===== config.mk =====
export PLATFORM = sky130hd
export DESIGN_NAME = axilite_arbiter
export DESIGN_NICKNAME = d
export VERILOG_FILES = /design/src/rtl/axilite_arbiter_pkg.sv /design/src/rtl/rr_arbiter2.sv /design/src/rtl/axilite_arbiter.sv
export SDC_FILE = /design/constraint.sdc
export NUM_CORES = 1
export LEC_CHECK = 0
export ABC_CLOCK_PERIOD_IN_PS = 1900
export BUFFER_PORTS_ARGS = -buffer_cell sky130_fd_sc_hd__clkbuf_2
export CORE_ASPECT_RATIO = 1.1
export CORE_MARGIN = 2
export CORE_UTILIZATION = 23
export CTS_BUF_LIST = sky130_fd_sc_hd__clkbuf_4 sky130_fd_sc_hd__clkbuf_8
export CTS_CLUSTER_SIZE = 20
export DETAILED_ROUTE_END_ITERATION = 10
export HOLD_SLACK_MARGIN = 0.06
export PLACE_DENSITY = 0.5
export SYNTH_ARGS = -nofsm -noshare
export SYNTH_HDL_FRONTEND = slang
export SYNTH_SLANG_ARGS = --single-unit

===== constraint.sdc =====
create_clock -name s_axi_aclk -period 1.9 [get_ports s_axi_aclk]
set_clock_uncertainty 0.1 [all_clocks]
set_input_delay 0.285 -clock s_axi_aclk [delete_from_list [all_inputs] [get_ports s_axi_aclk]]
set_output_delay 0.285 -clock s_axi_aclk [all_outputs]
set_load 0.02 [all_outputs]

===== src/rtl/axilite_arbiter_pkg.sv =====
// Shared state encoding, response codes and default widths for the
// two-requester AXI-Lite arbiter.
package axilite_arb_pkg;

  localparam int DEF_ADDR_WIDTH = 32;
  localparam int DEF_DATA_WIDTH = 32;

  localparam logic [1:0] RESP_OKAY   = 2'b00;
  localparam logic [1:0] RESP_SLVERR = 2'b10;

  typedef enum logic [2:0] {
    ST_IDLE  = 3'd0,
    ST_WR    = 3'd1,
    ST_WRESP = 3'd2,
    ST_RD    = 3'd3,
    ST_RDATA = 3'd4,
    ST_DONE  = 3'd5
  } state_e;

endpackage


===== src/rtl/rr_arbiter2.sv =====
// Two-way round-robin arbiter: combinational one-hot grant, pointer moves to
// the currently granted requester when advance is pulsed.
module rr_arbiter2 (
  input  logic       clk,
  input  logic       rst,
  input  logic [1:0] req,
  input  logic       advance,
  output logic [1:0] gnt
);

  // r_last = index of the requester served most recently
  logic r_last;

  // Grant selection: contention goes to the requester not served last
  always_comb begin
    gnt = 2'b00;
    case (req)
      2'b01:   gnt = 2'b01;
      2'b10:   gnt = 2'b10;
      2'b11:   gnt = r_last ? 2'b01 : 2'b10;
      default: gnt = 2'b00;
    endcase
  end

  // Pointer update; reset value gives requester 0 priority
  always_ff @(posedge clk) begin
    if (rst) begin
      r_last <= 1'b1;
    end else if (advance && (gnt != 2'b00)) begin
      r_last <= gnt[1];
    end else begin
      r_last <= r_last;
    end
  end

endmodule


===== src/rtl/axilite_arbiter.sv =====
// Two-requester AXI-Lite master: round-robin grant, one transaction in flight,
// registered channel handshakes and a one-cycle completion pulse per request.
module axilite_arbiter
  import axilite_arb_pkg::*;
#(
  parameter int ADDR_WIDTH = DEF_ADDR_WIDTH,
  parameter int DATA_WIDTH = DEF_DATA_WIDTH
) (
  input  logic                      s_axi_aclk,
  input  logic                      s_axi_areset,
  input  logic [1:0]                rq_valid,
  input  logic [1:0]                rq_write,
  input  logic [2*ADDR_WIDTH-1:0]   rq_addr,
  input  logic [2*DATA_WIDTH-1:0]   rq_wdata,
  input  logic [2*DATA_WIDTH/8-1:0] rq_wstrb,
  output logic [1:0]                rq_done,
  output logic [DATA_WIDTH-1:0]     rq_rdata,
  output logic [1:0]                rq_resp,
  output logic                      m_axi_awvalid,
  input  logic                      m_axi_awready,
  output logic [ADDR_WIDTH-1:0]     m_axi_awaddr,
  output logic                      m_axi_wvalid,
  input  logic                      m_axi_wready,
  output logic [DATA_WIDTH-1:0]     m_axi_wdata,
  output logic [DATA_WIDTH/8-1:0]   m_axi_wstrb,
  input  logic                      m_axi_bvalid,
  output logic                      m_axi_bready,
  input  logic [1:0]                m_axi_bresp,
  output logic                      m_axi_arvalid,
  input  logic                      m_axi_arready,
  output logic [ADDR_WIDTH-1:0]     m_axi_araddr,
  input  logic                      m_axi_rvalid,
  output logic                      m_axi_rready,
  input  logic [DATA_WIDTH-1:0]     m_axi_rdata,
  input  logic [1:0]                m_axi_rresp
);

  localparam int STRB_WIDTH = DATA_WIDTH / 8;

  state_e                r_state;
  logic [1:0]            r_grant;
  logic                  r_write;
  logic [ADDR_WIDTH-1:0] r_addr;
  logic [DATA_WIDTH-1:0] r_wdata;
  logic [STRB_WIDTH-1:0] r_wstrb;
  logic                  r_awvalid;
  logic                  r_wvalid;
  logic                  r_bready;
  logic                  r_arvalid;
  logic                  r_rready;
  logic [1:0]            r_done;
  logic [DATA_WIDTH-1:0] r_rdata;
  logic [1:0]            r_resp;

  logic [1:0]            w_arb_req;
  logic [1:0]            w_gnt;
  logic                  w_advance;
  logic                  w_sel;
  logic                  w_sel_write;
  logic [ADDR_WIDTH-1:0] w_sel_addr;
  logic [DATA_WIDTH-1:0] w_sel_wdata;
  logic [STRB_WIDTH-1:0] w_sel_wstrb;
  logic                  w_aw_done;
  logic                  w_w_done;
  logic                  w_complete;

  // In DONE the arbiter sees only the owner so the pointer lands on it,
  // regardless of what the other requester is doing that cycle.
  assign w_arb_req = (r_state == ST_DONE) ? r_grant : rq_valid;
  assign w_advance = (r_state == ST_DONE);

  rr_arbiter2 u_rr (
    .clk     (s_axi_aclk),
    .rst     (s_axi_areset),
    .req     (w_arb_req),
    .advance (w_advance),
    .gnt     (w_gnt)
  );

  assign w_sel       = w_gnt[1];
  assign w_sel_write = w_sel ? rq_write[1] : rq_write[0];
  assign w_sel_addr  = w_sel ? rq_addr[2*ADDR_WIDTH-1:ADDR_WIDTH] : rq_addr[ADDR_WIDTH-1:0];
  assign w_sel_wdata = w_sel ? rq_wdata[2*DATA_WIDTH-1:DATA_WIDTH] : rq_wdata[DATA_WIDTH-1:0];
  assign w_sel_wstrb = w_sel ? rq_wstrb[2*STRB_WIDTH-1:STRB_WIDTH] : rq_wstrb[STRB_WIDTH-1:0];

  assign w_aw_done  = !r_awvalid || m_axi_awready;
  assign w_w_done   = !r_wvalid || m_axi_wready;
  assign w_complete = ((r_state == ST_WRESP) && r_bready && m_axi_bvalid) ||
                      ((r_state == ST_RDATA) && r_rready && m_axi_rvalid);

  // Transaction sequencer, channel handshakes and requester return path
  always_ff @(posedge s_axi_aclk) begin
    if (s_axi_areset) begin
      r_state   <= ST_IDLE;
      r_grant   <= 2'b00;
      r_write   <= 1'b0;
      r_addr    <= '0;
      r_wdata   <= '0;
      r_wstrb   <= '0;
      r_awvalid <= 1'b0;
      r_wvalid  <= 1'b0;
      r_bready  <= 1'b0;
      r_arvalid <= 1'b0;
      r_rready  <= 1'b0;
      r_done    <= 2'b00;
      r_rdata   <= '0;
      r_resp    <= RESP_OKAY;
    end else begin
      r_done <= 2'b00;
      case (r_state)
        ST_IDLE: begin
          if (w_gnt != 2'b00) begin
            r_grant <= w_gnt;
            r_write <= w_sel_write;
            r_addr  <= w_sel_addr;
            r_wdata <= w_sel_wdata;
            r_wstrb <= w_sel_wstrb;
            if (w_sel_write) begin
              r_awvalid <= 1'b1;
              r_wvalid  <= 1'b1;
              r_state   <= ST_WR;
            end else begin
              r_arvalid <= 1'b1;
              r_state   <= ST_RD;
            end
          end
        end
        ST_WR: begin
          // AW and W retire independently; leave only once both are accepted
          if (r_awvalid && m_axi_awready) begin
            r_awvalid <= 1'b0;
          end
          if (r_wvalid && m_axi_wready) begin
            r_wvalid <= 1'b0;
          end
          if (w_aw_done && w_w_done) begin
            r_bready <= 1'b1;
            r_state  <= ST_WRESP;
          end
        end
        ST_WRESP: begin
          if (r_bready && m_axi_bvalid) begin
            r_bready <= 1'b0;
            r_state  <= ST_DONE;
          end
        end
        ST_RD: begin
          if (r_arvalid && m_axi_arready) begin
            r_arvalid <= 1'b0;
            r_rready  <= 1'b1;
            r_state   <= ST_RDATA;
          end
        end
        ST_RDATA: begin
          if (r_rready && m_axi_rvalid) begin
            r_rready <= 1'b0;
            r_state  <= ST_DONE;
          end
        end
        ST_DONE: begin
          r_state <= ST_IDLE;
        end
        default: begin
          r_awvalid <= 1'b0;
          r_wvalid  <= 1'b0;
          r_bready  <= 1'b0;
          r_arvalid <= 1'b0;
          r_rready  <= 1'b0;
          r_state   <= ST_IDLE;
        end
      endcase
      if (w_complete) begin
        r_done  <= r_grant;
        r_rdata <= r_write ? '0 : m_axi_rdata;
        r_resp  <= r_write ? m_axi_bresp : m_axi_rresp;
      end
    end
  end

  assign rq_done       = r_done;
  assign rq_rdata      = r_rdata;
  assign rq_resp       = r_resp;
  assign m_axi_awvalid = r_awvalid;
  assign m_axi_awaddr  = r_addr;
  assign m_axi_wvalid  = r_wvalid;
  assign m_axi_wdata   = r_wdata;
  assign m_axi_wstrb   = r_wstrb;
  assign m_axi_bready  = r_bready;
  assign m_axi_arvalid = r_arvalid;
  assign m_axi_araddr  = r_addr;
  assign m_axi_rready  = r_rready;

endmodule


Word-level counts from Yosys, hierarchy flattened --
Index checks and enable logic that the tools add are counted.
Operators by class: $add $sub $neg 0, multiply operators 0, div/mod/pow operators 0, order comparisons 0, eq/ne operators 17, shifts and indexed selects 0, multiplexer cells 32, bitwise logic cells 5, reductions and logical operators 30
Operators by type and width (number):
- 2-to-1 mux 32 bit | 3
- OR reduction 4 bit | 4
- 2-to-1 mux 3 bit | 5
- case mux 1 bit (3 select lines) | 5
- case mux 3 bit (5 select lines) | 1
- != test 2 bit (second input constant) | 7
- 2-to-1 mux 1 bit | 12
- AND reduction 4 bit | 3
- logical AND 1 bit | 11
- 2-to-1 mux 2 bit | 4
- == test 3 x 2 -> 1 bit (second input constant) | 2
- == test 3 bit (second input constant) | 2
- case mux 2 bit (3 select lines) | 1
- AND reduction 3 bit | 2
- NOT 1 bit | 5
- AND reduction 5 bit | 1
- == test 2 bit (second input constant) | 2
- 2-to-1 mux 4 bit | 1
- != test 2 x 1 -> 1 bit (second input constant) | 2
- == test 3 x 1 -> 1 bit (second input constant) | 1
- logical NOT 3 bit | 1
- logical OR 1 bit | 3
- == test 2 x 1 -> 1 bit (second input constant) | 1
- logical NOT 1 bit | 2
- 3 further kinds | 3
Word-level totals: register bits 116, bits in latches 0, memory bits (writable) 0, ROM bits 0, input port bits 183, output and inout port bits 141, memories kept 0

Depth between registers and ports, before layout --
Gate-level depths: netlist of run 1.
depth in word-level cells 8, mapped depth 8, mapped depth without buffers 5

Modules after synthesis --
A second synthesis of run 1 with hierarchy kept.
Second synthesis, totals: cell total of the unflattened synthesis 574, area, all modules 5675.4 µm²
Modules (own cells, without submodules):
- axilite_arbiter | times used 1, cells an instance 567, area each 5614.1 µm²
- rr_arbiter2 | times used 1, cells an instance 7, area each 61.3 µm²

Least setup slack after synthesis of run 1 --
No wires, ideal clock.
kind register -> register, start reg r_state[1], end reg r_awvalid (netlist: m_axi_awvalid), library setup time 0.063 ns, arrival 1.685 ns, required time 1.737 ns, path slack 0.052 ns, stages on the path, launching flop included 7, clock period less this slack 1.848 ns, cells stage by stage dfxtp_1 -> clkbuf_1 -> inv_1 -> ha_1 -> nor4b_1 -> o211ai_1 -> nand3_1
On the way: cells in the longest elaborated chain, start to end 7
Ends and longest elaborated chain:
- start: declaration | RTL line axilite_arbiter.sv:40 | state_e r_state;
- start signal: assignment | RTL line axilite_arbiter.sv:94 | r_state <= ST_IDLE;
- start signal: assignment | RTL line axilite_arbiter.sv:121 | r_state <= ST_WR;
- start signal: assignment | RTL line axilite_arbiter.sv:124 | r_state <= ST_RD;
- == test 3 bit | RTL line axilite_arbiter.sv:69, axilite_arbiter.sv:110
- 2-to-1 mux 2 bit | RTL line axilite_arbiter.sv:69 | assign w_arb_req = (r_state == ST_DONE) ? r_grant : rq_valid;
- == test 2 bit / == test 2 x 1 -> 1 bit (equally long branches) | RTL line rr_arbiter2.sv:17 | case (req)
- case mux 2 bit (3 select lines) | RTL line rr_arbiter2.sv:17
- 2-to-1 mux 1 bit / nonzero test 2 bit (equally long branches) | RTL line axilite_arbiter.sv:81, axilite_arbiter.sv:112
- != test 2 bit (no source line)
- AND reduction 4 bit (no source line)
- end signal: assignment | RTL line axilite_arbiter.sv:100 | r_awvalid <= 1'b0;
- end signal: assignment | RTL line axilite_arbiter.sv:119 | r_awvalid <= 1'b1;
- end signal: assignment | RTL line axilite_arbiter.sv:131 | r_awvalid <= 1'b0;
- end: declaration | RTL line axilite_arbiter.sv:46 | logic r_awvalid;
Several ways; a longest one is shown, not always the timed one. A chain may end at the register's enable or synchronous reset.

Final worst setup path of run 1 --
start reg r_state[2], end reg r_wdata[6] (netlist: m_axi_wdata[6])
On the way: cells in the longest elaborated chain, start to end 6
Ends and longest elaborated chain:
- == test 3 bit | RTL line axilite_arbiter.sv:69
- 2-to-1 mux 2 bit | RTL line axilite_arbiter.sv:69
- == test 2 bit / == test 2 x 1 -> 1 bit (equally long branches) | RTL line rr_arbiter2.sv:17
- case mux 2 bit (3 select lines) | RTL line rr_arbiter2.sv:17
- nonzero test 2 bit | RTL line axilite_arbiter.sv:112 | if (w_gnt != 2'b00) begin
- AND reduction 2 bit (no source line)
- end signal: assignment | RTL line axilite_arbiter.sv:116 | r_wdata <= w_sel_wdata;
- end: declaration | RTL line axilite_arbiter.sv:44 | logic [DATA_WIDTH-1:0] r_wdata;
Several ways; a longest one is shown, not always the timed one.

==> results of run 1 <==
worst max-delay path, cell delays in order (launching register included):
cell and delay (ps):
sky130_fd_sc_hd__dfxtp_2 420, sky130_fd_sc_hd__nand3b_4 160, sky130_fd_sc_hd__mux2_2 350, sky130_fd_sc_hd__buf_12 200
sky130_fd_sc_hd__nand3_1 120, sky130_fd_sc_hd__a311oi_1 330
sequential cells by signal, indices dropped and copies added (netlist names), 2 cells and up:
name / count
m_axi_araddr: 32
m_axi_wdata: 32
m_axi_wstrb: 4
r_grant: 2
r_state: 3
rq_done: 2
rq_rdata: 32
rq_resp: 2
repair_timing:
| item | in CTS | in global routing |
|---|---|---|
| endpoints found under the setup margin | 0 | 60 |
| endpoints found under the hold margin | 103 | 0 |
| gates resized for setup | 0 | 5 |
| hold buffers | 171 | 0 |
| buffers inserted | 0 | 4 |
where the power goes:
part	internal (mW)	switching (mW)	total, mW
Combinational	1.99	2.76	4.75
Clock	1.27	1.04	2.31
Sequential	3.02	0.468	3.49
layout by cell type (no fill, tap or decap), types with 2 or more instances in the layout:
| cell type | instances |
|---|---|
| sky130_fd_sc_hd__nor2b_1 | 3 |
| sky130_fd_sc_hd__o21ai_0 | 72 |
| sky130_fd_sc_hd__a21oi_1 | 10 |
| sky130_fd_sc_hd__nand2b_1 | 3 |
| sky130_fd_sc_hd__a311oi_1 | 68 |
| sky130_fd_sc_hd__nand2_1 | 5 |
| sky130_fd_sc_hd__bufinv_16 | 2 |
| sky130_fd_sc_hd__clkbuf_8 | 19 |
| sky130_fd_sc_hd__nor2_1 | 78 |
| sky130_fd_sc_hd__clkbuf_2 | 322 |
| sky130_fd_sc_hd__mux2i_4 | 2 |
| sky130_fd_sc_hd__nand3_1 | 74 |
| sky130_fd_sc_hd__o211a_1 | 2 |
| sky130_fd_sc_hd__clkinv_4 | 2 |
| sky130_fd_sc_hd__mux2i_1 | 4 |
| sky130_fd_sc_hd__a22o_1 | 32 |
| sky130_fd_sc_hd__inv_1 | 6 |
| sky130_fd_sc_hd__nor3b_1 | 2 |
| sky130_fd_sc_hd__and3_1 | 2 |
| sky130_fd_sc_hd__mux2_2 | 4 |
| sky130_fd_sc_hd__clkinv_2 | 4 |
| sky130_fd_sc_hd__clkbuf_4 | 3 |
| sky130_fd_sc_hd__a31oi_1 | 2 |
| sky130_fd_sc_hd__o211ai_1 | 3 |
| sky130_fd_sc_hd__dlygate4sd3_1 | 171 |
| sky130_fd_sc_hd__dfxtp_1 | 113 |
| sky130_fd_sc_hd__dfxtp_2 | 3 |
| sky130_fd_sc_hd__nand4_1 | 2 |
| sky130_fd_sc_hd__buf_4 | 31 |
| sky130_fd_sc_hd__buf_12 | 14 |
final cells by class:
class	count	area share [%]
Clock inverter	9	1.116
Clock buffer	22	3.015
Sequential cell	116	24.69
Inverter	6	0.2391
Timing Repair Buffer	541	41.17
Tap cell	300	3.985
Multi-Input combinational cell	388	25.78
worst max-delay path by stage:
stage                       end  cells past startpoint  slack (ps)
5_1_grt        m_axi_araddr[23]                      5           4
3_5_place_dp   m_axi_araddr[23]                      5          30
6_report         m_axi_wdata[6]                      5         120
2_1_floorplan     m_axi_awvalid                      6          50
4_1_cts        m_axi_araddr[23]                      5           5
3_3_place_gp   m_axi_araddr[31]                      5          80
metal layers:
metal	up-vias	wire, µm	GRT usage (%)
met4	0	418	6.537
li1	3163	-	-
met1	3033	9393	20.42
met2	306	11190	30.91
met5	-	0	0
met3	30	1392	4.174
cells by family (layout without fill, tap and decap cells):
logic type	count (synthesis)	after routing
AND/OR/NAND/NOR	176	176
AO/OA/AOI/OAI	201	201
multiplexers	10	10
buffers and inverters	104	578
flip-flops	116	116
adder cells (fa/ha/maj)	1	1
metrics by stage:
stage	std cells	total power, mW	instance area, µm²
2_1_floorplan	608	6.431	5284
3_3_place_gp	1175	7.949	7253
3_5_place_dp	1175	7.948	7253
4_1_cts	1377	10.59	9354
5_1_grt	1382	11.24	9419
6_report	1382	10.55	9419
==> impl_results.md, run 1 <==
- Hold violation total from the final report: 0
- Clock-pin transition on the worst setup and hold timing paths: 80 ps
- CTS root buf: sky130_fd_sc_hd__clkbuf_8
- Average footprint of a synthesized cell: 8.690 µm²
- Depth of the CTS H-tree: 4
- Share of the yosys chip area belonging to registers: 43.95%
- Initial antenna violation count: 0
- Outcome: complete, no violations
- Worst Path Max Fanout: 31
- Post-synth EDFFs: 0
- Async set-reset flop share out of synthesis: 0%
- Maximum clock frequency: 560.8 MHz
- CTS tree: built
- Number of sinks handled by clock tree synthesis: 116
- Flop2flop setup slack: 120 ps
- Average vias per placed instance: 4.726
- Compound-gate portion of the synthesized area: 27.42%
- Share of final-layout standard cells stronger than drive strength 1: 38.54%
- Die outline area: 0.02420 mm²
- Max Buffers Root-to-Sink: 2
- Share of cell area taken by muxes after synthesis: 1.989%
- Clock period minus final worst setup slack: 1783 ps
- Fill cell count: 2225
- Number of pins exceeding their max-slew limit in the final report: 0
- Max VDD drop: 525.0 µV
- Die height: 163.0 µm
- Global-route wire length before repair: 33500 µm
- Worst setup SP type: register
- Hold Startpoint: m_axi_rresp[0]
- Synthesized flop and latch total: 116
- I/O pin total: 324
- Most area-consuming cells after synthesis: sky130_fd_sc_hd__dfxtp_1 (44%), sky130_fd_sc_hd__a311oi_1 (11%), sky130_fd_sc_hd__nand3_1 (7.0%)
- Number of buffers added on ports: 323
- Count of nets left with antenna violations after detail routing: 0
- Power density over cell area: 1120 mW/mm²
- Tightest hold margin: 135.7 ps
- Die Wd: 148.5 µm
- Path type of the worst setup path: register to register
- Via total after detailed routing: 6532
- RR Startpoint: r_state[2]
- Adder-cell area share of the yosys netlist: 0.2368%
- Distinct cell type count after synthesis: 43
- Syn Nets: 792
- Maximum number of pins on one net before global-route repair: 54
- Final weighted congestion of routability-driven global placement: 0.7819
- Worst Path Arrival: 2010 ps
- Setup repair after global routing missed its margin: no
- Residual DRC: 0
- Worst setup EP type: register
- Period Utilization, post-route: 93.85%
- Cell depth of the worst min-delay path: 4
- Static leakage power: 4.293 nW
- Worst skew pair latency: 420 ps
- Routed Wire Length: 22390 µm
- DR WL/cell: 16.20 µm
- Required time at the worst-slack endpoint: 2120 ps
- Drt first pass iters: 5
- Maximum capacitance violations: 0
- Cell count after synthesis: 608
- Sum Neg Setup Slack: 0 ps
- Grt ovf: 0
- Number of buffers inserted during clock tree synthesis: 17
- Antenna Diode Count: 0
- Worst-Margin Slew: 618.4 ps
- Endpoint of the worst register-to-register path: m_axi_wdata[6]
- Cell accounting for the most synthesized area: sky130_fd_sc_hd__dfxtp_1
- Post-Place Setup Slack: 29.07 ps
- Post-Synth XOR/XNOR Area: 0%
- Initial DRC count: 309
- Area of combinational cells with multiple inputs: 0.002429 mm²
- Area Growth Syn to Fin: 78.26%
- Most frequently used flop master after synthesis: sky130_fd_sc_hd__dfxtp_1
- Vias in the first global route: 6601
- Total track usage: 17.47%
- Utilization after layout: 41.47%
- Worst slew margin: 58.77%
- Half-perimeter wire length after placement: 14550 µm
- Core area: 0.02271 mm²
- Yosys Warn Count: 0
- Class of the tightest hold or removal check: input pin to register
- Placement Rows: 58
- Most numerous cell in the Yosys netlist: sky130_fd_sc_hd__dfxtp_1
- Mapped Area: 0.005284 mm²
- Final Net Count: 1254
- Synth Area in Simple Gates: 15.70%
- Final setup slack of the worst path: 116.8 ps
- Initial core utilization: 23.26%
- Capture endpoint of the worst hold path: rq_resp[0]
- Path depth of the worst reg2reg path: 5
- Yosys top cell area share: 43.95%
- Most used standard cells in the synthesized netlist: sky130_fd_sc_hd__dfxtp_1 (116), sky130_fd_sc_hd__nor2_1 (78), sky130_fd_sc_hd__nand3_1 (74)
- Combinational family with the most area after synthesis: compound AO/OA/AOI/OAI gates
- Sequential cell area: 0.002326 mm²
- Critical path origin: r_state[2]
- Setup-violating endpoint count in the final report: 0
Power figures use the tool's default switching activity.
==> inputs of run 2 (changes only) <==
--- a/config.mk
+++ b/config.mk
@@ -6,15 +6,15 @@
 export NUM_CORES = 1
 export LEC_CHECK = 0
 export ABC_CLOCK_PERIOD_IN_PS = 1900
-export BUFFER_PORTS_ARGS = -buffer_cell sky130_fd_sc_hd__clkbuf_2
 export CORE_ASPECT_RATIO = 1.1
 export CORE_MARGIN = 2
 export CORE_UTILIZATION = 23
 export CTS_BUF_LIST = sky130_fd_sc_hd__clkbuf_4 sky130_fd_sc_hd__clkbuf_8
 export CTS_CLUSTER_SIZE = 20
 export DETAILED_ROUTE_END_ITERATION = 10
+export DONT_BUFFER_PORTS = 1
 export HOLD_SLACK_MARGIN = 0.06
-export PLACE_DENSITY = 0.5
+export PLACE_DENSITY = 0.37
 export SYNTH_ARGS = -nofsm -noshare
 export SYNTH_HDL_FRONTEND = slang
 export SYNTH_SLANG_ARGS = --single-unit
==> run 2 against run 1 <==
Compared with the run above:
- the flow now stops in clock tree synthesis (4_1_cts)
- synthesized cell count stayed put
- area after synthesis stayed put
==> impl_results.md, run 2 <==
- Err: [ERROR RSZ-0060] Max buffer count reached.
- Most numerous cell in the Yosys netlist: sky130_fd_sc_hd__dfxtp_1
- Placement Rows: 58
- Half-perimeter wire length after placement: 12710 µm
- I/O pin total: 324
- Yosys top cell area share: 43.95%
- Most used standard cells in the synthesized netlist: sky130_fd_sc_hd__dfxtp_1 (116), sky130_fd_sc_hd__nor2_1 (78), sky130_fd_sc_hd__nand3_1 (74)
- Max Buffers Root-to-Sink: 2
- Cell area after placement: 0.005587 mm²
- Die Wd: 148.5 µm
- Initial core utilization: 23.26%
- Average footprint of a synthesized cell: 8.690 µm²
- Distinct cell type count after synthesis: 43
- Synthesized flop and latch total: 116
- Yosys Warn Count: 0
- Post-synth EDFFs: 0
- Post CTS Setup Buffer Count: 0
- Cell accounting for the most synthesized area: sky130_fd_sc_hd__dfxtp_1
- Final weighted congestion of routability-driven global placement: 0.7889
- Post-CTS Hold Fix Bufs: 177
- Syn Nets: 792
- Outcome: did not finish
- Die height: 163.0 µm
- Number of sinks handled by clock tree synthesis: 116
- Most frequently used flop master after synthesis: sky130_fd_sc_hd__dfxtp_1
- Depth of the CTS H-tree: 4
- Share of the yosys chip area belonging to registers: 43.95%
- Number of buffers inserted during clock tree synthesis: 17
- Cell count after synthesis: 608
- Number of buffers added on ports: 0
- Mapped Area: 0.005284 mm²
- Last stage reached: clock tree synthesis (4_1_cts)
- Most area-consuming cells after synthesis: sky130_fd_sc_hd__dfxtp_1 (44%), sky130_fd_sc_hd__a311oi_1 (11%), sky130_fd_sc_hd__nand3_1 (7.0%)
- CTS root buf: sky130_fd_sc_hd__clkbuf_8
- Post-cts repair resize count: 1
- Async set-reset flop share out of synthesis: 0%
## run 2: logic make-up after synthesis
family / after synthesis / share of synthesized area, %
AO/OA/AOI/OAI: 201 / 27.42
adder cells (fa/ha/maj): 1 / 0.2368
buffers and inverters: 104 / 10.70
flip-flops: 116 / 43.95
multiplexers: 10 / 1.989
AND/OR/NAND/NOR: 176 / 15.70
## run 2: metrics by stage
| stage | hold WS [ps] | utilization (%) | setup slack [ps] | instances |
|---|---|---|---|---|
| after detailed placement | 268.6 | 24.60 | 19.39 | 847 |
| after global placement | 266.2 | 24.60 | 108.1 | 847 |
| after floorplan | 310.5 | - | 52.01 | 608 |
==> inputs of run 3 (changes only) <==
==> config.mk (replaced) <==
export PLATFORM = sky130hd
export DESIGN_NAME = axilite_arbiter
export DESIGN_NICKNAME = d
export VERILOG_FILES = /design/src/rtl/axilite_arbiter_pkg.sv /design/src/rtl/rr_arbiter2.sv /design/src/rtl/axilite_arbiter.sv
export SDC_FILE = /design/constraint.sdc
export NUM_CORES = 1
export LEC_CHECK = 0
export ABC_CLOCK_PERIOD_IN_PS = 2470
export CORE_MARGIN = 2
export CORE_UTILIZATION = 20
export DETAILED_ROUTE_END_ITERATION = 10
export DONT_BUFFER_PORTS = 1
export PLACE_DENSITY_LB_ADDON = 0.15
export SYNTH_ARGS = -nofsm -noshare
export SYNTH_HDL_FRONTEND = slang
export SYNTH_SLANG_ARGS = --single-unit
==> constraint.sdc (replaced) <==
create_clock -name s_axi_aclk -period 2.47 [get_ports s_axi_aclk]
set_clock_uncertainty 0.1 [all_clocks]
set_input_delay 0.3705 -clock s_axi_aclk [delete_from_list [all_inputs] [get_ports s_axi_aclk]]
set_output_delay 0.3705 -clock s_axi_aclk [all_outputs]
set_load 0.02 [all_outputs]
==> run 3 against run 2 <==
Compared with the run above:
- the flow now finishes without violations
==> impl_results.md, run 3 (synthesis gave the netlist of run 1 again) <==
- Outcome: complete, no violations
- Final instance count without filler cells: 928
- Total track usage: 13.48%
- Period Utilization, post-route: 92.48%
- Number of sinks handled by clock tree synthesis: 116
- Utilization after layout: 24.78%
- Core area: 0.02598 mm²
- Hold violation total from the final report: 0
- Die Wd: 166.5 µm
- M1 GR Usage: 15.64%
- Power density over cell area: 1259 mW/mm²
- CTS tree: built
- Initial DRC count: 252
- Max Buffers Root-to-Sink: 2
- Drt first pass iters: 6
- GR Util met3: 5.537%
- Max VDD drop: 336.2 µV
- Residual DRC: 0
- Sum Neg Setup Slack: 0 ps
- Worst skew pair latency: 400 ps
- Initial core utilization: 20.33%
- Tightest hold margin: 27.06 ps
- Class of the tightest hold or removal check: input pin to register
- Grt ovf: 0
- Depth of the CTS H-tree: 4
- Path type of the worst setup path: register to register
- Vias in the first global route: 4873
- Setup repair after global routing missed its margin: no
- Final setup slack of the worst path: 185.7 ps
- Clock-pin transition on the worst setup and hold timing paths: 60 ps
- Via total after detailed routing: 4687
- Worst setup SP type: register
- Placement Rows: 59
- Post-route total power: 8.108 mW
- Global-route wire length before repair: 29200 µm
- Maximum number of pins on one net before global-route repair: 89
- DR WL/cell: 20.68 µm
- Fill cell count: 2790
- Worst Path Arrival: 2490 ps
- Worst setup EP type: register
- Cell area after placement: 0.005378 mm²
- Routed Wire Length: 19190 µm
- Met2 global-route usage: 22.53%
- CTS root buf: sky130_fd_sc_hd__clkbuf_16
- Die height: 166.5 µm
- Die outline area: 0.02774 mm²
- Setup-violating endpoint count in the final report: 0
- Clock period minus final worst setup slack: 2284 ps
- Dpl cells: 860
- Post-Place Setup Slack: 183.7 ps
- Worst-Margin Slew: 535.1 ps
- Final Net Count: 763
- Initial antenna violation count: 1
- Final weighted congestion of routability-driven global placement: 0.7490
- Worst slew margin: 64.28%
- Average vias per placed instance: 5.051
- Most frequent standard cell in the layout excluding fill and tap cells: sky130_fd_sc_hd__dfxtp_1
- I/O pin total: 324
- Number of pins exceeding their max-slew limit in the final report: 0
- Worst Path Max Fanout: 24
- Count of nets left with antenna violations after detail routing: 0
- Number of buffers inserted during clock tree synthesis: 17
- Number of buffers added on ports: 0
- Area Growth Syn to Fin: 21.88%
- Most heavily used metal layer in global routing: met2
- Post-route cell area: 0.006440 mm²
- Static leakage power: 2.272 nW
- Maximum clock frequency: 437.8 MHz
- Half-perimeter wire length after placement: 13010 µm
- Required time at the worst-slack endpoint: 2670 ps
- Most frequent cells in the layout: sky130_fd_sc_hd__dfxtp_1 (116), sky130_fd_sc_hd__nor2_1 (78), sky130_fd_sc_hd__nand3_1 (74)
- Maximum capacitance violations: 0
- Share of final-layout standard cells stronger than drive strength 1: 10.14%
==> run 3: path summary, 6_finish.rpt <==
| kind | startpoint | endpoint | slack [ps] | cells past startpoint |
|---|---|---|---|---|
| max | r_state[2] | m_axi_araddr[9] | 190 | 5 |
| min | rq_wstrb[7] | m_axi_wstrb[3] | 30 | 2 |
| max reg2reg | r_state[2] | m_axi_araddr[9] | 190 | 5 |
| min reg2reg | r_grant[0] | rq_done[0] | 440 | 1 |
==> run 3: timing repair <==
| item | CTS | global route |
|---|---|---|
| hold endpoints to repair | 109 | 0 |
| gates resized for setup | 0 | 0 |
| buffers inserted | 0 | 0 |
| hold buffers | 35 | 0 |
==> run 3: cell type report <==
class	count	area [µm²]	area share [%]
clock inverters	12	225.2	3.497
multi-input cells	388	2426	37.67
flip-flops and latches	116	2322	36.06
diodes	1	2.502	0.03886
clock buffers	20	466.7	7.247
inverters	6	22.52	0.3497
repair buffers	50	555.5	8.626
well taps	335	419.2	6.509
==> run 3: report_power, final <==
group          leakage (nW)  switching [mW]  internal (mW)  total [mW]
registers             0.954            1.18           2.32        3.50
logic                 0.989            1.01          0.669        1.68
clock network         0.328           0.954           1.98        2.93
total                  2.27            3.14           4.97        8.11
==> run 3: critical path, cell delays in order (launching register included) <==
cell and delay, ps:
sky130_fd_sc_hd__dfxtp_1 600, sky130_fd_sc_hd__nand3b_4 200, sky130_fd_sc_hd__mux2i_4 470, sky130_fd_sc_hd__buf_4 370, sky130_fd_sc_hd__o21ai_0 120, sky130_fd_sc_hd__a311oi_1 300
==> run 3: layer usage <==
metal  share of wire [%]  wire length (µm)
met5                   0                 0
met4                 1.2               221
met3                  10              1958
met2                  47              9097
met1                  41              7912
==> inputs of run 4 (changes only) <==
--- a/config.mk
+++ b/config.mk
@@ -5,12 +5,14 @@
 export SDC_FILE = /design/constraint.sdc
 export NUM_CORES = 1
 export LEC_CHECK = 0
+export ABC_AREA = 1
 export ABC_CLOCK_PERIOD_IN_PS = 2470
 export CORE_MARGIN = 2
 export CORE_UTILIZATION = 20
 export DETAILED_ROUTE_END_ITERATION = 10
 export DONT_BUFFER_PORTS = 1
 export PLACE_DENSITY_LB_ADDON = 0.15
+export SLEW_MARGIN = 25
 export SYNTH_ARGS = -nofsm -noshare
 export SYNTH_HDL_FRONTEND = slang
 export SYNTH_SLANG_ARGS = --single-unit
==> run 4 against run 3 <==
Compared with the run above:
- worst setup slack gained 230 ps
- combinational power up 74%
- non-clock buffer count is 5 lower
- critical path type unchanged
- largest cell class unchanged
==> impl_results.md, run 4 <==
- CTS root buf: sky130_fd_sc_hd__clkbuf_16
- Synthesized flop and latch total: 116
- Cell count after synthesis: 766
- Cell accounting for the most synthesized area: sky130_fd_sc_hd__dfxtp_1
- Most area-consuming cells after synthesis: sky130_fd_sc_hd__dfxtp_1 (39%), sky130_fd_sc_hd__nand2_1 (13%), sky130_fd_sc_hd__o211ai_2 (13%)
- Flop2flop setup slack: 410 ps
- Capture endpoint of the worst hold path: rq_rdata[25]
- CTS tree: built
- Maximum clock frequency: 486.5 MHz
- Die Wd: 176.0 µm
- Half-perimeter wire length after placement: 13480 µm
- Average vias per placed instance: 4.266
- I/O pin total: 324
- Maximum capacitance violations: 0
- Max VDD drop: 394.0 µV
- Routed Wire Length: 18640 µm
- Hold Startpoint: m_axi_rdata[25]
- Worst setup SP type: register
- Worst slew margin: 64.23%
- Fill cell count: 3202
- Residual DRC: 0
- Worst skew pair latency: 410 ps
- Core area: 0.02894 mm²
- Sum Neg Setup Slack: 0 ps
- Setup repair after global routing missed its margin: no
- Antenna Diode Count: 0
- Die outline area: 0.03098 mm²
- Distinct cell type count after synthesis: 27
- Maximum cell stage delay along the critical path: 510 ps
- Grt ovf: 0
- Outcome: complete, no violations
- Worst setup EP type: register
- Path type of the worst setup path: register to register
- Yosys top cell area share: 39.24%
- Clock period minus final worst setup slack: 2055 ps
- Die height: 176.0 µm
- Maximum number of pins on one net before global-route repair: 80
- Clock-pin transition on the worst setup and hold timing paths: 60 ps
- Placement Rows: 62
- Mapped Area: 0.005918 mm²
- Vias in the first global route: 4842
- Global-route wire length before repair: 27920 µm
- Post-route total power: 9.163 mW
- Area Growth Syn to Fin: 15.41%
- Post CTS Setup Buffer Count: 0
- Cell type of the slowest stage on the worst timing path: sky130_fd_sc_hd__dfxtp_1
- Endpoint of the worst register-to-register path: m_axi_araddr[28]
- Path depth of the worst reg2reg path: 9
- Cell depth of the worst min-delay path: 2
- Class of the tightest hold or removal check: input pin to register
- Most numerous cell in the Yosys netlist: sky130_fd_sc_hd__nand2_1
- Most used standard cells in the synthesized netlist: sky130_fd_sc_hd__nand2_1 (211), sky130_fd_sc_hd__dfxtp_1 (116), sky130_fd_sc_hd__nand3_1 (92)
- Final Net Count: 931
- Count of nets left with antenna violations after detail routing: 0
- Number of buffers inserted during clock tree synthesis: 17
- Max Buffers Root-to-Sink: 2
- Most frequently used flop master after synthesis: sky130_fd_sc_hd__dfxtp_1
- Initial core utilization: 20.45%
- Worst Path Arrival: 2310 ps
- Worst Path Max Fanout: 37
- Power density over cell area: 1342 mW/mm²
- Period Utilization, post-route: 83.21%
- Hold violation total from the final report: 0
- DR WL/cell: 16.34 µm
- Total track usage: 11.75%
- Most frequent cells in the layout: sky130_fd_sc_hd__nand2_1 (211), sky130_fd_sc_hd__dfxtp_1 (116), sky130_fd_sc_hd__nand3_1 (92)
- Yosys Warn Count: 0
- Most frequent standard cell in the layout excluding fill and tap cells: sky130_fd_sc_hd__nand2_1
- Number of sinks handled by clock tree synthesis: 116
- Setup-violating endpoint count in the final report: 0
- Initial antenna violation count: 0
- Initial DRC count: 170
- Worst-Margin Slew: 535.9 ps
- Post-synth EDFFs: 0
- Required time at the worst-slack endpoint: 2730 ps
- Number of buffers added on ports: 0
- Number of pins exceeding their max-slew limit in the final report: 0
- Syn Nets: 950
- Static leakage power: 3.042 nW
- Share of the yosys chip area belonging to registers: 39.24%
- CP Cell Sequence: nand4_1 > nand2_2 > nand2_1 > nand2_2 > buf_4 > nand2_1 > nand3_1 > o211ai_1 > inv_1
- Via total after detailed routing: 4868
- RR Startpoint: r_state[2]
- Share of final-layout standard cells stronger than drive strength 1: 25.10%
- Async set-reset flop share out of synthesis: 0%
- Final weighted congestion of routability-driven global placement: 0.7012
- Depth of the CTS H-tree: 4
- Average footprint of a synthesized cell: 7.726 µm²
- Drt first pass iters: 4
- Post-cts repair resize count: 0
run 4: kinds of logic (layout without fill, tap and decap cells):
logic type                 count (synthesis)  after routing  share of synthesized area [%]
DFF                                      116            116                          39.24
adders and majority gates                  1              1                         0.2114
AOI/OAI and AO/OA                        120            120                          18.29
and+or+nand+nor                          350            350                          26.74
buffers and inverters                    179            170                          15.52
run 4: layout make-up:
| type | count | area [µm²] | share of cell area (%) |
|---|---|---|---|
| sequential | 116 | 2322 | 34.00 |
| timing repair buffer | 45 | 475.5 | 6.961 |
| clock buffer | 19 | 442.9 | 6.485 |
| multi-input combinational | 471 | 2678 | 39.20 |
| clock inverter | 10 | 63.81 | 0.9342 |
| tap | 384 | 480.5 | 7.034 |
| inverter | 96 | 367.9 | 5.386 |
run 4: worst max-delay path by stage:
stage / start / endpoint / slack, ps / cells past startpoint
5_1_grt: r_state[2] / m_axi_wdata[19] / 220 / 11
4_1_cts: r_state[2] / m_axi_wstrb[1] / 360 / 11
3_3_place_gp: r_state[2] / m_axi_wstrb[1] / 420 / 10
6_report: r_state[2] / m_axi_araddr[28] / 410 / 9
3_5_place_dp: r_state[2] / m_axi_wstrb[1] / 390 / 10
2_1_floorplan: r_state[2] / m_axi_araddr[15] / 870 / 12
run 4: metrics by stage:
step	util (%)	worst slack [ps]	cells	hold slack (ps)	instance area, µm²
finish	23.61	414.6	1141	18.07	6830
global placement	20.99	419.7	1087	347.1	6073
detailed placement	20.99	386.6	1087	348.2	6073
global route	23.61	219.6	1141	9.520	6830
floorplan	-	865.8	766	330.1	5918
CTS	23.61	364.6	1141	1.614	6830
run 4: where the power goes:
| part | internal, mW | switching, mW | leakage [nW] |
|---|---|---|---|
| logic | 1.11 | 1.82 | 1.85 |
| registers | 2.45 | 1.58 | 0.954 |
| clock network | 1.28 | 0.916 | 0.242 |
run 4: worst max-delay path, delay by kind of cell, from the launching register on:
kind | cells | cell delay, ps
AND/OR/NAND/NOR | 6 | 820
flip-flops | 1 | 510
buffers and inverters | 2 | 440
AO/OA/AOI/OAI | 1 | 90
run 4: what timing repair did:
item	in CTS	in global routing
endpoints found under the setup margin	0	0
endpoints found under the hold margin	32	0
hold buffers	25	0
run 4: routing by layer:
layer  global-route usage (%)  vias up  routed length [µm]
met4                    4.201        0                 323
met3                    4.716       16                1821
met2                    20.67      236                9154
li1                         -     2428                   -
met1                    12.72     2188                7342
met5                        0        -                   0
